## config.mk

```make
export PLATFORM = sky130hd
export DESIGN_NAME = btn_conditioner
export DESIGN_NICKNAME = d
export VERILOG_FILES = /design/src/rtl/btn_pkg.sv /design/src/rtl/debounce_cell.sv /design/src/rtl/btn_conditioner.sv
export SDC_FILE = /design/constraint.sdc
export NUM_CORES = 1
export LEC_CHECK = 0
export CORE_MARGIN = 2
export CORE_UTILIZATION = 46
export CTS_CLUSTER_DIAMETER = 50
export DETAILED_ROUTE_END_ITERATION = 10
export REMOVE_ABC_BUFFERS = 1
export SETUP_SLACK_MARGIN = 0.3
export SLEW_MARGIN = 30
export SYNTH_ARGS = -nofsm -noshare
export SYNTH_HDL_FRONTEND = slang
export SYNTH_SLANG_ARGS = --single-unit
```

## constraint.sdc

```tcl
create_clock -name clk -period 2.7 [get_ports clk]
set_input_delay 0.405 -clock clk [delete_from_list [all_inputs] [get_ports clk]]
set_output_delay 0.405 -clock clk [all_outputs]
set_load 0.005 [all_outputs]
```

## src/rtl/btn_pkg.sv

```systemverilog
// Shared definitions for the push-button input stage: button indices,
// direction encodings and the direction arbiter state type.
package btn_pkg;

   localparam int unsigned BTN_CENTRE = 0;
   localparam int unsigned BTN_UP     = 1;
   localparam int unsigned BTN_LEFT   = 2;
   localparam int unsigned BTN_RIGHT  = 3;
   localparam int unsigned BTN_DOWN   = 4;

   localparam logic [3:0] DIR_NONE  = 4'b0000;
   localparam logic [3:0] DIR_UP    = 4'b0001;
   localparam logic [3:0] DIR_LEFT  = 4'b0010;
   localparam logic [3:0] DIR_RIGHT = 4'b0100;
   localparam logic [3:0] DIR_DOWN  = 4'b1000;

   typedef enum logic {
      IDLE,
      LOCKED
   } arb_state_e;

   // Direction bits are ordered by priority, so isolating the lowest set bit
   // yields up > left > right > down.
   function automatic logic [3:0] pick_dir(input logic [3:0] held);
      pick_dir = held & (~held + 4'd1);
   endfunction

endpackage

```

## src/rtl/debounce_cell.sv

```systemverilog
// One button: 2-flop synchroniser, stability counter, debounced level and
// a one-cycle pulse on each accepted rising edge.
module debounce_cell #(
   parameter int unsigned DEBOUNCE_CYCLES = 1000000,
   parameter int unsigned CNT_W           = 20
) (
   input  logic clk,
   input  logic rst,
   input  logic btn_raw,
   output logic btn_clean,
   output logic btn_press
);

   localparam logic [CNT_W-1:0] CNT_LAST = CNT_W'(DEBOUNCE_CYCLES - 1);

   logic             sync_q1;
   logic             sync_q2;
   logic [CNT_W-1:0] cnt;

   always_ff @(posedge clk) begin
      if (!rst) begin
         sync_q1   <= 1'b0;
         sync_q2   <= 1'b0;
         cnt       <= '0;
         btn_clean <= 1'b0;
         btn_press <= 1'b0;
      end else begin
         sync_q1   <= btn_raw;
         sync_q2   <= sync_q1;
         btn_press <= 1'b0;
         if (sync_q2 == btn_clean) begin
            cnt <= '0;
         end else if (cnt == CNT_LAST) begin
            // Accept the new level; the pulse rises on the same edge as btn_clean.
            btn_clean <= sync_q2;
            btn_press <= sync_q2;
            cnt       <= '0;
         end else begin
            cnt <= cnt + 1'b1;
         end
      end
   end

endmodule

```

## src/rtl/btn_conditioner.sv

```systemverilog
// Maze game input stage: debounces the board buttons and arbitrates the four
// direction buttons into a strictly one-hot direction vector.
module btn_conditioner
   import btn_pkg::*;
#(
   parameter int unsigned NUM_BTN         = 5,
   parameter int unsigned DEBOUNCE_CYCLES = 1000000,
   parameter int unsigned CNT_W           = 20
) (
   input  logic               clk,
   input  logic               rst,
   input  logic [NUM_BTN-1:0] btn_raw,
   output logic [NUM_BTN-1:0] btn_clean,
   output logic [NUM_BTN-1:0] btn_press,
   output logic [3:0]         dir_onehot,
   output logic               restart_req,
   output logic               dir_valid
);

   arb_state_e state;
   arb_state_e state_nxt;
   logic [3:0] dir_sel;
   logic [3:0] dir_sel_nxt;
   logic [3:0] dir_held;

   for (genvar gi = 0; gi < NUM_BTN; gi++) begin : g_cell
      debounce_cell #(
         .DEBOUNCE_CYCLES (DEBOUNCE_CYCLES),
         .CNT_W           (CNT_W)
      ) u_cell (
         .clk       (clk),
         .rst       (rst),
         .btn_raw   (btn_raw[gi]),
         .btn_clean (btn_clean[gi]),
         .btn_press (btn_press[gi])
      );
   end

   assign dir_held    = btn_clean[BTN_DOWN:BTN_UP];
   assign restart_req = btn_clean[BTN_CENTRE];

   always_ff @(posedge clk) begin
      if (!rst) begin
         state   <= IDLE;
         dir_sel <= DIR_NONE;
      end else begin
         state   <= state_nxt;
         dir_sel <= dir_sel_nxt;
      end
   end

   always_comb begin
      state_nxt   = state;
      dir_sel_nxt = dir_sel;
      case (state)
         IDLE: begin
            if (|dir_held) begin
               state_nxt   = LOCKED;
               dir_sel_nxt = pick_dir(dir_held);
            end
         end
         LOCKED: begin
            // Only the locked direction's release matters; passing through
            // IDLE guarantees at least one all-zero cycle before a new winner.
            if ((dir_held & dir_sel) == DIR_NONE) begin
               state_nxt   = IDLE;
               dir_sel_nxt = DIR_NONE;
            end
         end
         default: begin
            state_nxt   = IDLE;
            dir_sel_nxt = DIR_NONE;
         end
      endcase
   end

   always_comb begin
      dir_onehot = DIR_NONE;
      if (state == LOCKED) begin
         dir_onehot = dir_sel;
      end
      dir_valid = |dir_onehot;
   end

endmodule

```

# After elaboration in Yosys (flattened, before gate mapping)
# Index checks and enable logic that the tools add are counted.
# op_classes
bitwise_logic	15
n_addsub	6
n_eq_ne	12
mux	7
n_reduce_logical	19
# op_table
op	n
20-bit by 1-bit adder with 20-bit output, second input constant	5
20-bit equality test, second input constant	5
3-bit OR reduction	10
4-bit 2-to-1 mux	3
1-bit inverter	12
2-bit AND reduction	6
4-bit bitwise AND	2
4-bit case mux with 2 select lines	1
4-bit OR reduction	2
1-bit equality test	5
4-bit by 1-bit adder with 4-bit output, second input constant	1
4-bit zero test	1
4-bit inverter	1
1-bit 2-to-1 mux	2
2-bit by 1-bit inequality test with 1-bit output, second input constant	1
2-bit inequality test, second input constant	1
1-bit case mux with 2 select lines	1
# word_totals
input_bits	7
word_cells	86
out_inout_bits	16
ff_bits	125

# Longest topological paths before layout
# Gate-level depths: netlist of the first run.
# logic_depth
ltp_word	5
ltp_mapped	7
ltp_nobuf	5

# By module
# From an unflattened synthesis of the first run, not the netlist that was laid out.
# hier_totals
hier_cells	644
area_unflattened_um2	5691.7
# by_module_without_submodules
mod	seq_area_each_um2	cells_each	n_inst	area_each_um2
debounce_cell	480.5	122	5	1081.0
btn_conditioner	100.1	34	1	286.5

# Worst setup path after synthesis of the first run
# Ideal clock, no wire load.
# synth_timing
kind	register -> register
start	reg g_cell[1].u_cell.cnt[0]
end	reg g_cell[1].u_cell.cnt[18]
t_required_ps	2630
setup_slack_ps	754
path_buffers	1
synth_period_minus_slack_ps	1946
path_stages_with_launch	7
setup_time_ps	70
arrival_ps	1876
path_cell_list	dfxtp_1 -> ha_1 -> nand2_1 -> or4_1 -> buf_2 -> or4_1 -> a21oi_1
# synth_via
elab_chain_cells	2
elab_cells_between_ends	3
cone_classes	add/sub: 1; eq/ne: 1; reduce/logical: 1
# synth_rtl
element	line_no	source
from (decl)	debounce_cell.sv:18	logic [CNT_W-1:0] cnt;
from (signal assigned)	debounce_cell.sv:39	cnt <= cnt + 1'b1;
branches (longest 2 deep; another with 20-bit by 1-bit adder with 20-bit output)	--	
# Several ways; the timed one is not identified.
# A chain may end at the register's enable or synchronous reset.

# Worst setup path after layout of the first run
# layout_timing
start	reg state
end	out dir_valid
# layout_via
elab_chain_cells	2
# layout_rtl
element	line_no	source
from (decl)	btn_conditioner.sv:20	arb_state_e state;
from (signal assigned)	btn_conditioner.sv:47	state <= state_nxt;
4-bit 2-to-1 mux	btn_conditioner.sv:79	if (state == LOCKED) begin
4-bit OR reduction	btn_conditioner.sv:82	dir_valid = |dir_onehot;
to (decl)	btn_conditioner.sv:17	output logic dir_valid
# Every way passes these cells.

==> results of run 1 <==
-- how the worst max path moves through the flow --
stage / cells after the start / slack [ns] / to / startpoint
4_1_cts: 3 / 0.35 / dir_valid / state
3_3_place_gp: 5 / 0.67 / g_cell[1].u_cell.cnt[18] / g_cell[1].u_cell.cnt[0]
2_1_floorplan: 5 / 0.67 / g_cell[0].u_cell.cnt[10] / g_cell[0].u_cell.cnt[0]
5_1_grt: 3 / 0.31 / dir_valid / state
3_5_place_dp: 6 / 0.63 / g_cell[4].u_cell.cnt[9] / g_cell[4].u_cell.cnt[0]
6_report: 3 / 0.36 / dir_valid / state
-- sequential cells by signal (all words and copies together) (netlist names) --
signal / flops
g_cell.u_cell.btn_clean: 5
g_cell.u_cell.btn_press: 5
g_cell.u_cell.sync_q2: 5
state: 1
g_cell.u_cell.cnt: 100
dir_sel: 4
g_cell.u_cell.sync_q1: 5
-- routing by layer --
metal,global-route usage [%],vias to the layer above,share of wire (%),wire [microns]
li1,-,2296,-,-
met1,23.7,2075,49,5310
met2,27.9,70,45,4930
met3,4.34,18,3.6,391
met4,8.46,0,2.1,231
met5,0,-,0,0
-- cell type report --
class	instances	area (sq um)
clock buffer	24	482
clock inverter	7	135
fill	1067	5140
inverter	26	97.6
multi-input combinational	456	2760
sequential	125	2500
tap	143	179
timing repair buffer	29	273
-- cells in the final DEF (no fill, tap or decap), types with 7 or more instances in the layout --
cell type	synthesis	layout
nand2_1	36	36
dfxtp_1	125	125
nand4_1	25	25
clkbuf_16	0	17
and3_1	9	9
nor3_1	14	14
or4_1	17	17
and2_1	16	16
o21ai_0	20	20
xor2_1	31	31
nor2_1	77	77
clkdlybuf4s50_1	0	22
buf_4	10	7
o31ai_1	14	14
or3_1	18	18
nor4_1	20	20
a21oi_1	36	36
and4_1	10	10
xnor2_1	36	36
nand3_1	36	36
inv_1	26	26
-- metrics by stage --
| stage | worst slack [ns] | cell area, sq um |
|---|---|---|
| 6_report | 0.363 | 6430 |
| 5_1_grt | 0.309 | 6430 |
| 4_1_cts | 0.350 | 6430 |
| 3_5_place_dp | 0.630 | 5810 |
| 3_3_place_gp | 0.666 | 5810 |
| 2_1_floorplan | 0.673 | 5360 |
-- report_power, final --
part	internal, mW	switching, mW
clock	1.61	0.750
sequential	1.86	0.00593
combinational	0.0197	0.0266
total	3.48	0.782
-- logic make-up after synthesis --
logic type | after synthesis
AND/OR/NAND/NOR | 301
flip-flops | 125
AO/OA/AOI/OAI | 83
XOR/XNOR | 67
buffers and inverters | 53
adder cells (fa/ha/maj) | 5
==> key figures, run 1 <==
CTS
  – Clk buf depth: 2
  – CTS tree: done
  – CTS resizes: 0
  – TritonCTS buffer count: 17
  – # H-tree levels: 4
  – Skew-Pair Late Insertion Delay: 0.40 ns
  – Clock transition at path regs: 0.05 ns
  – Cts hold-fix bufs: 0
  – CTS sink count: 125
  – Clock Root Buffer: clkbuf_16
  – Post-CTS Setup Inserts: 0

Routing
  – Vias: 4,459
  – DR pass1 iterations: 4
  – DR vias/cell: 5.50
  – Total Wirelength: 10,900 microns
  – Avg WL per Cell: 13.4 microns
  – # DRC: 0
  – DR iter-0 viols: 259
  – Post-route ant nets: 0

Worst hold path
  – Hold depth: 1
  – Hold EP: g_cell[3].u_cell.sync_q2
  – Worst Hold Class: reg -> reg
  – Hold path startpoint: g_cell[3].u_cell.sync_q1

STA
  – Final period utilization: 86.5%
  – Slew margin rel.: 57.3%
  – Final Hold Fails: 0
  – Endpoints failing setup: 0
  – Total negative setup slack: 0 ns
  – Final Critical Period: 2.34 ns
  – Final hold slack: 0.438 ns
  – Max Slew Vio Count: 0
  – RSZ-0062 raised after global routing: no
  – Slew @ Worst Pin: 0.635 ns
  – Setup Skew: 0.00458 ns
  – Peak Freq: 428 MHz

Yosys
  – Synth Area in Simple Gates: 29.5%
  – Post-synth EDFFs: 0
  – Seq/Total Area, Yosys: 45.5%
  – Area share of xor/xnor cells in the synthesized design: 10.7%
  – Synth area leader: dfxtp_1
  – Synthesized area: 5500 sq um
  – Mux cell area share after synthesis: 0%
  – Synth Area in Adders: 1.14%
  – Post-synth top cells: 125 x dfxtp_1, 77 x nor2_1
  – Post-synth ARST share: 0%
  – Ys flop type: dfxtp_1
  – Yosys warns: 0
  – Avg Cell Area, Syn: 8.68 sq um
  – Synthesized flop and latch total: 125
  – Largest family of logic cells by synthesized area: simple AND/OR/NAND/NOR gates
  – Compound-gate portion of the synthesized area: 8.87%
  – Post-synth top area share: 45.5%
  – Largest cells by area after synthesis: dfxtp_1 45%, xnor2_1 5.7%, nor2_1 5.3%, xor2_1 4.9%, a21oi_1 3.3%
  – Most frequent cell after synthesis: dfxtp_1
  – Cell count after synthesis: 634
  – Distinct cells, synth: 40

Power
  – Worst vdd ir: 0.387 mV
  – Power Total: 4.27 mW
  – Leakage: 1.96 nW
  – Cell Pwr Density: 664 nW/um^2

Setup path
  – Worst-path maximum fanout: 9
  – Critical Path Sink Type: primary output
  – Critical path required time: 2.30 ns
  – R2R Path Start: g_cell[1].u_cell.cnt[0]
  – CP startpoint kind: register
  – R2r endpoint: g_cell[1].u_cell.cnt[18]
  – Slowest cell on crit path: or4_1
  – Crit path largest cell delay: 0.50 ns
  – Kind of critical path: reg -> out
  – R2R depth: 5
  – Register-to-register path setup slack: 0.62 ns
  – Critical-path cell list: and2_1 -> or4_1 -> clkdlybuf4s50_1
  – Bufs and invs on worst path: 1
  – Crit-path leading delay family: simple AND/OR/NAND/NOR gates
  – CP Data Arrival Time: 1.93 ns

Place
  – Hpwl dp: 7390 microns
  – IO Port Bufs: 22
  – Gpl congestion: 0.802
  – Placed cells: 779

Floorplanning
  – Total die area: 12,900 sq um
  – DIE HEIGHT: 113 microns
  – Core Box Area: 11,600 sq um
  – Top Ports: 23
  – Starting density of the core: 47.6%
  – Site row count: 39
  – Die width: 113 microns

GRT
  – Gr usage total: 18.0%
  – Initial antenna violation count: 0
  – Largest net degree at the start of global routing: 21
  – Total congestion overflow: 0
  – First-pass GRT wire length: 18,700 microns
  – Vias in the first global route: 4,145

Run status
  – Outcome: finished clean

Finish
  – Layout area overhead: 16.9%
  – Final Util: 55.6%
  – Layout cells sized above 1: 5.85%
  – Cell Count, Final, Fillers Out: 810
  – Final nets: 667
  – ANT cells: 0

Run
  – Max-cap viol count: 0
Note: power is estimated with default switching activity, not from simulation.
==> run 2, diff against run 1 <==
==> constraint.sdc (replaced) <==
create_clock -name clk -period 2.7 [get_ports clk]
set_input_delay 0.405 -clock clk [delete_from_list [all_inputs] [get_ports clk]]
set_output_delay 0.405 -clock clk [all_outputs]
set_load 0.02 [all_outputs]
==> key figures, run 2 (synthesis results as in run 1) <==
CTS
  – Clock Root Buffer: clkbuf_16
  – CTS sink count: 125
  – Cts hold-fix bufs: 0
  – Post-CTS Setup Inserts: 0
  – CTS resizes: 1
  – Skew-Pair Late Insertion Delay: 0.41 ns
  – Clk buf depth: 2
  – Clock transition at path regs: 0.05 ns
  – CTS tree: done
  – TritonCTS buffer count: 17
  – # H-tree levels: 4

STA
  – Total negative setup slack: 0 ns
  – Peak Freq: 452 MHz
  – Endpoints failing setup: 0
  – Setup Skew: 0.00524 ns
  – Final Critical Period: 2.21 ns
  – Max Slew Vio Count: 0
  – Slew @ Worst Pin: 0.597 ns
  – RSZ-0062 raised after global routing: no
  – Final period utilization: 82.0%
  – Slew margin rel.: 59.9%
  – Final Hold Fails: 0

Power
  – Worst vdd ir: 0.411 mV
  – Reg power frac: 45.5%
  – Leakage: 1.95 nW
  – Comb pwr share: 1.1%
  – Sw Share: 19.1%
  – Net load switching power: 0.782 mW
  – Cell Pwr Density: 641 nW/um^2
  – P_int: 3.31 mW
  – Clock Power Share: 53.4%

Place
  – Hpwl dp: 7500 microns
  – IO Port Bufs: 22
  – Gpl congestion: 0.789

Routing
  – DR vias/cell: 5.53
  – Post-route ant nets: 0
  – Total Wirelength: 10,800 microns
  – Avg WL per Cell: 13.4 microns
  – DR pass1 iterations: 6
  – DR iter-0 viols: 265
  – Vias: 4,466
  – # DRC: 0

Floorplanning
  – DIE HEIGHT: 113 microns
  – Core Box Area: 11,600 sq um
  – Top Ports: 23
  – Site row count: 39
  – Total die area: 12,900 sq um
  – Die width: 113 microns
  – Starting density of the core: 47.6%

Setup path
  – R2R Path Start: g_cell[1].u_cell.cnt[0]
  – CP Data Arrival Time: 1.81 ns
  – Bufs and invs on worst path: 1
  – CP startpoint kind: register
  – Crit path largest cell delay: 0.50 ns
  – R2R depth: 5
  – Register-to-register path setup slack: 0.61 ns
  – Slowest cell on crit path: or4_1
  – Critical path required time: 2.30 ns
  – Critical-path cell list: and2_1 -> or4_1 -> dlygate4sd2_1
  – Worst-path maximum fanout: 9
  – R2r endpoint: g_cell[1].u_cell.cnt[18]
  – Critical Path Sink Type: primary output
  – Crit-path leading delay family: simple AND/OR/NAND/NOR gates
  – Kind of critical path: reg -> out

Finish
  – Number of flip-flops under the largest register name: 100
  – Commonest non-fill, non-tap cells in the layout: 125 x dfxtp_1, 77 x nor2_1
  – Layout cells sized above 1: 6.02%
  – Biggest register: g_cell.u_cell.cnt
  – Final nets: 666
  – Layout area overhead: 15.9%
  – Most common cell after layout, fill and taps aside: dfxtp_1
  – ANT cells: 0
  – Final Util: 55.1%

GRT
  – Vias in the first global route: 4,285
  – First-pass GRT wire length: 19,200 microns
  – Total congestion overflow: 0
  – Initial antenna violation count: 0
  – Largest net degree at the start of global routing: 21
  – Gr usage total: 18.5%

Run status
  – Outcome: finished clean

Worst hold path
  – Hold path startpoint: g_cell[2].u_cell.sync_q1
  – Hold depth: 1
  – Worst Hold Class: reg -> reg
  – Hold EP: g_cell[2].u_cell.sync_q2

Run
  – Max-cap viol count: 0
==> run 2: through the flow <==
step / hold slack [ns] / power, mW / std cells / setup WS, ns / area, sq um
2_1_floorplan: 0.412 / 1.92 / 607 / 0.673 / 5360
3_3_place_gp: 0.414 / 1.94 / 778 / 0.675 / 5800
3_5_place_dp: 0.419 / 1.95 / 778 / 0.605 / 5800
4_1_cts: 0.431 / 4.15 / 808 / 0.457 / 6380
5_1_grt: 0.449 / 4.25 / 808 / 0.417 / 6380
6_report: 0.429 / 4.09 / 808 / 0.487 / 6380
==> run 2: worst max path at each step <==
stage                       startpoint                        to  slack [ns]  cells after the start
2_1_floorplan  g_cell[0].u_cell.cnt[0]  g_cell[0].u_cell.cnt[10]        0.67                      5
3_3_place_gp   g_cell[1].u_cell.cnt[0]  g_cell[1].u_cell.cnt[18]        0.68                      5
3_5_place_dp   g_cell[1].u_cell.cnt[0]  g_cell[1].u_cell.cnt[18]        0.60                      5
4_1_cts                          state                 dir_valid        0.46                      3
5_1_grt                          state                 dir_valid        0.42                      3
6_report                         state                 dir_valid        0.49                      3
==> run 2: power by group through the flow <==
stage / combinational [mW] / sequential (mW) / clock, mW
after global routing: 0.0502 / 1.86 / 2.33
after detailed placement: 0.0454 / 1.90 / 0
final: 0.0443 / 1.86 / 2.18
after CTS: 0.0455 / 1.86 / 2.24
after floorplan: 0.0206 / 1.90 / 0
after global placement: 0.0444 / 1.90 / 0
==> run 2: layer usage <==
metal	wire (microns)	share of wire, %	vias up	global-route usage, %
met5	0	0	-	0
met4	133	1.2	0	8.46
met3	412	3.8	11	6.05
met2	5080	47	64	29.0
met1	5160	48	2119	23.2
li1	-	-	2272	-
==> run 2: area by class of cell <==
class | instances | area (sq um)
fillers | 1061 | 5190
well taps | 143 | 179
repair buffers | 28 | 264
multi-input cells | 456 | 2760
inverters | 26 | 97.6
clock inverters | 8 | 90.1
clock buffers | 22 | 484
flip-flops and latches | 125 | 2500
==> run 2: worst reg2reg max path, cell delays in order (launching register included) <==
cell and delay [ns]:
dfxtp_1 0.38, ha_1 0.25, nand2_1 0.11, or4_1 0.63, or4_1 0.51, a21oi_1 0.14
==> run 3, diff against run 2 <==
--- a/config.mk
+++ b/config.mk
@@ -9,6 +9,7 @@
 export CORE_UTILIZATION = 46
 export CTS_CLUSTER_DIAMETER = 50
 export DETAILED_ROUTE_END_ITERATION = 10
+export PLACE_DENSITY = 0.66
 export REMOVE_ABC_BUFFERS = 1
 export SETUP_SLACK_MARGIN = 0.3
 export SLEW_MARGIN = 30
==> constraint.sdc (replaced) <==
create_clock -name clk -period 1.9 [get_ports clk]
set_input_delay 0.285 -clock clk [delete_from_list [all_inputs] [get_ports clk]]
set_output_delay 0.285 -clock clk [all_outputs]
set_load 0.02 [all_outputs]
==> key figures, run 3 (synthesis results as in run 1) <==
Run
  – Max-cap viol count: 0

Place
  – Placed Instance Area: 6040 sq um
  – IO Port Bufs: 22
  – Gpl congestion: 0.837
  – Dpl ws: -0.0504 ns
  – Hpwl dp: 7760 microns

GRT
  – Total congestion overflow: 0
  – First-pass GRT wire length: 20,100 microns
  – Vias in the first global route: 4,513
  – Largest net degree at the start of global routing: 21
  – Gr usage total: 19.2%
  – Initial antenna violation count: 0

Routing
  – # DRC: 0
  – Post-route ant nets: 0
  – DR vias/cell: 5.59
  – Avg WL per Cell: 15.1 microns
  – Vias: 4,920
  – DR iter-0 viols: 304
  – DR pass1 iterations: 5
  – Total Wirelength: 13,300 microns

Worst hold path
  – Worst Hold Class: reg -> reg

STA
  – Slew @ Worst Pin: 0.454 ns
  – Setup Skew: 0.00612 ns
  – Endpoints failing setup: 0
  – Final WS setup: 0.0699 ns
  – Peak Freq: 546 MHz
  – Total negative setup slack: 0 ns
  – RSZ-0062 raised after global routing: yes
  – Final period utilization: 96.3%
  – Final hold slack: 0.434 ns
  – Final Critical Period: 1.83 ns
  – Slew margin rel.: 69.6%
  – Max Slew Vio Count: 0
  – Final Hold Fails: 0

CTS
  – Clock transition at path regs: 0.05 ns
  – TritonCTS buffer count: 17
  – Cts hold-fix bufs: 0
  – Clock Root Buffer: clkbuf_16
  – Skew-Pair Late Insertion Delay: 0.42 ns
  – Clk buf depth: 2
  – # H-tree levels: 4
  – CTS sink count: 125
  – CTS tree: done

Floorplanning
  – Site row count: 39
  – DIE HEIGHT: 113 microns
  – Total die area: 12,900 sq um
  – Top Ports: 23
  – Die width: 113 microns
  – Starting density of the core: 47.6%
  – Core Box Area: 11,600 sq um

Setup path
  – CP startpoint kind: register
  – R2R Path Start: g_cell[1].u_cell.cnt[1]
  – R2r endpoint: g_cell[1].u_cell.cnt[18]
  – Register-to-register path setup slack: 0.13 ns
  – Kind of critical path: reg -> out
  – Critical path required time: 1.62 ns
  – R2R depth: 5
  – CP Data Arrival Time: 1.55 ns
  – Worst setup path endpoint: dir_valid
  – Worst-path maximum fanout: 2
  – Worst Setup SP: dir_sel[3]
  – Critical Path Sink Type: primary output

Power
  – Leakage: 2.50 nW
  – Worst vdd ir: 0.593 mV
  – Cell Pwr Density: 774 nW/um^2

Run status
  – Outcome: finished clean

Finish
  – ANT cells: 0
  – Commonest non-fill, non-tap cells in the layout: 69 x dfxtp_1, 63 x buf_4, 58 x nor2_1, 40 x dfxtp_2, 36 x xnor2_1
  – Number of flip-flops under the largest register name: 100
  – Final nets: 736
  – Layout cells sized above 1: 34.2%
  – Filler instances: 868
  – Final instance area: 7580 sq um
  – Layout area overhead: 37.8%
  – Most common cell after layout, fill and taps aside: dfxtp_1
  – Biggest register: g_cell.u_cell.cnt
## run 3: cell types whose count changed in the layout (fill, tap and decap cells not counted), sizes merged
cell / before / now
clkbuf: 22 / 26
clkinv: 6 / 5
clkdlybuf4s50: 21 / 6
clkdlybuf4s15: 0 / 1
buf: 6 / 76
dlygate4sd2: 1 / 14
## run 3: power by group
group | total [mW] | internal [mW] | switching [mW] | leakage (nW)
registers | 2.62 | 2.62 | 0.00881 | 1.04
clock network | 3.15 | 2.06 | 1.09 | 0.291
logic | 0.0973 | 0.0448 | 0.0525 | 1.17
total | 5.87 | 4.72 | 1.15 | 2.50
## run 3: repair_timing
action,CTS,global route
pin swaps,24,53
setup buffers,10,18
cloned,1,9
resized for setup,96,141
setup endpoints to repair,113,107
## run 3: cell type report
| type | count | area (sq um) | share of cell area (%) |
|---|---|---|---|
| clock inverter | 7 | 85.1 | 1.12 |
| inverter | 26 | 97.6 | 1.29 |
| timing repair buffer | 98 | 841 | 11.1 |
| tap | 143 | 179 | 2.36 |
| multi-input combinational | 456 | 3270 | 43.1 |
| clock buffer | 25 | 495 | 6.54 |
| sequential | 125 | 2610 | 34.5 |
## run 3: how the worst min path moves through the flow
stage | from | to | cells past startpoint
global route | g_cell[0].u_cell.sync_q1 | g_cell[0].u_cell.sync_q2 | 1
CTS | g_cell[1].u_cell.sync_q1 | g_cell[1].u_cell.sync_q2 | 1
detailed placement | g_cell[4].u_cell.sync_q1 | g_cell[4].u_cell.sync_q2 | 1
global placement | g_cell[1].u_cell.sync_q1 | g_cell[1].u_cell.sync_q2 | 1
floorplan | rst | g_cell[4].u_cell.btn_clean | 1
finish | g_cell[4].u_cell.sync_q1 | g_cell[4].u_cell.sync_q2 | 1
## run 3: critical path, stage by stage, from the launching register on
cell and delay (ns):
dfxtp_2 0.32, and2_4 0.15, or4_4 0.52, buf_6 0.14
## run 3: per-layer routing
layer / vias to the layer above / global-route usage [%] / wire, microns
met5: - / 0 / 0
met4: 0 / 6.99 / 264
met3: 26 / 6.59 / 548
met2: 109 / 33.1 / 6820
met1: 2354 / 22.1 / 5690
li1: 2431 / - / -
## run 3: per-stage QoR
step | total power, mW | instances | utilization, %
after floorplan | 2.73 | 607 | -
after global placement | 2.77 | 810 | 52.3
after detailed placement | 2.77 | 810 | 52.3
after CTS | 5.92 | 853 | 59.6
after global routing | 6.06 | 880 | 65.6
final | 5.87 | 880 | 65.6
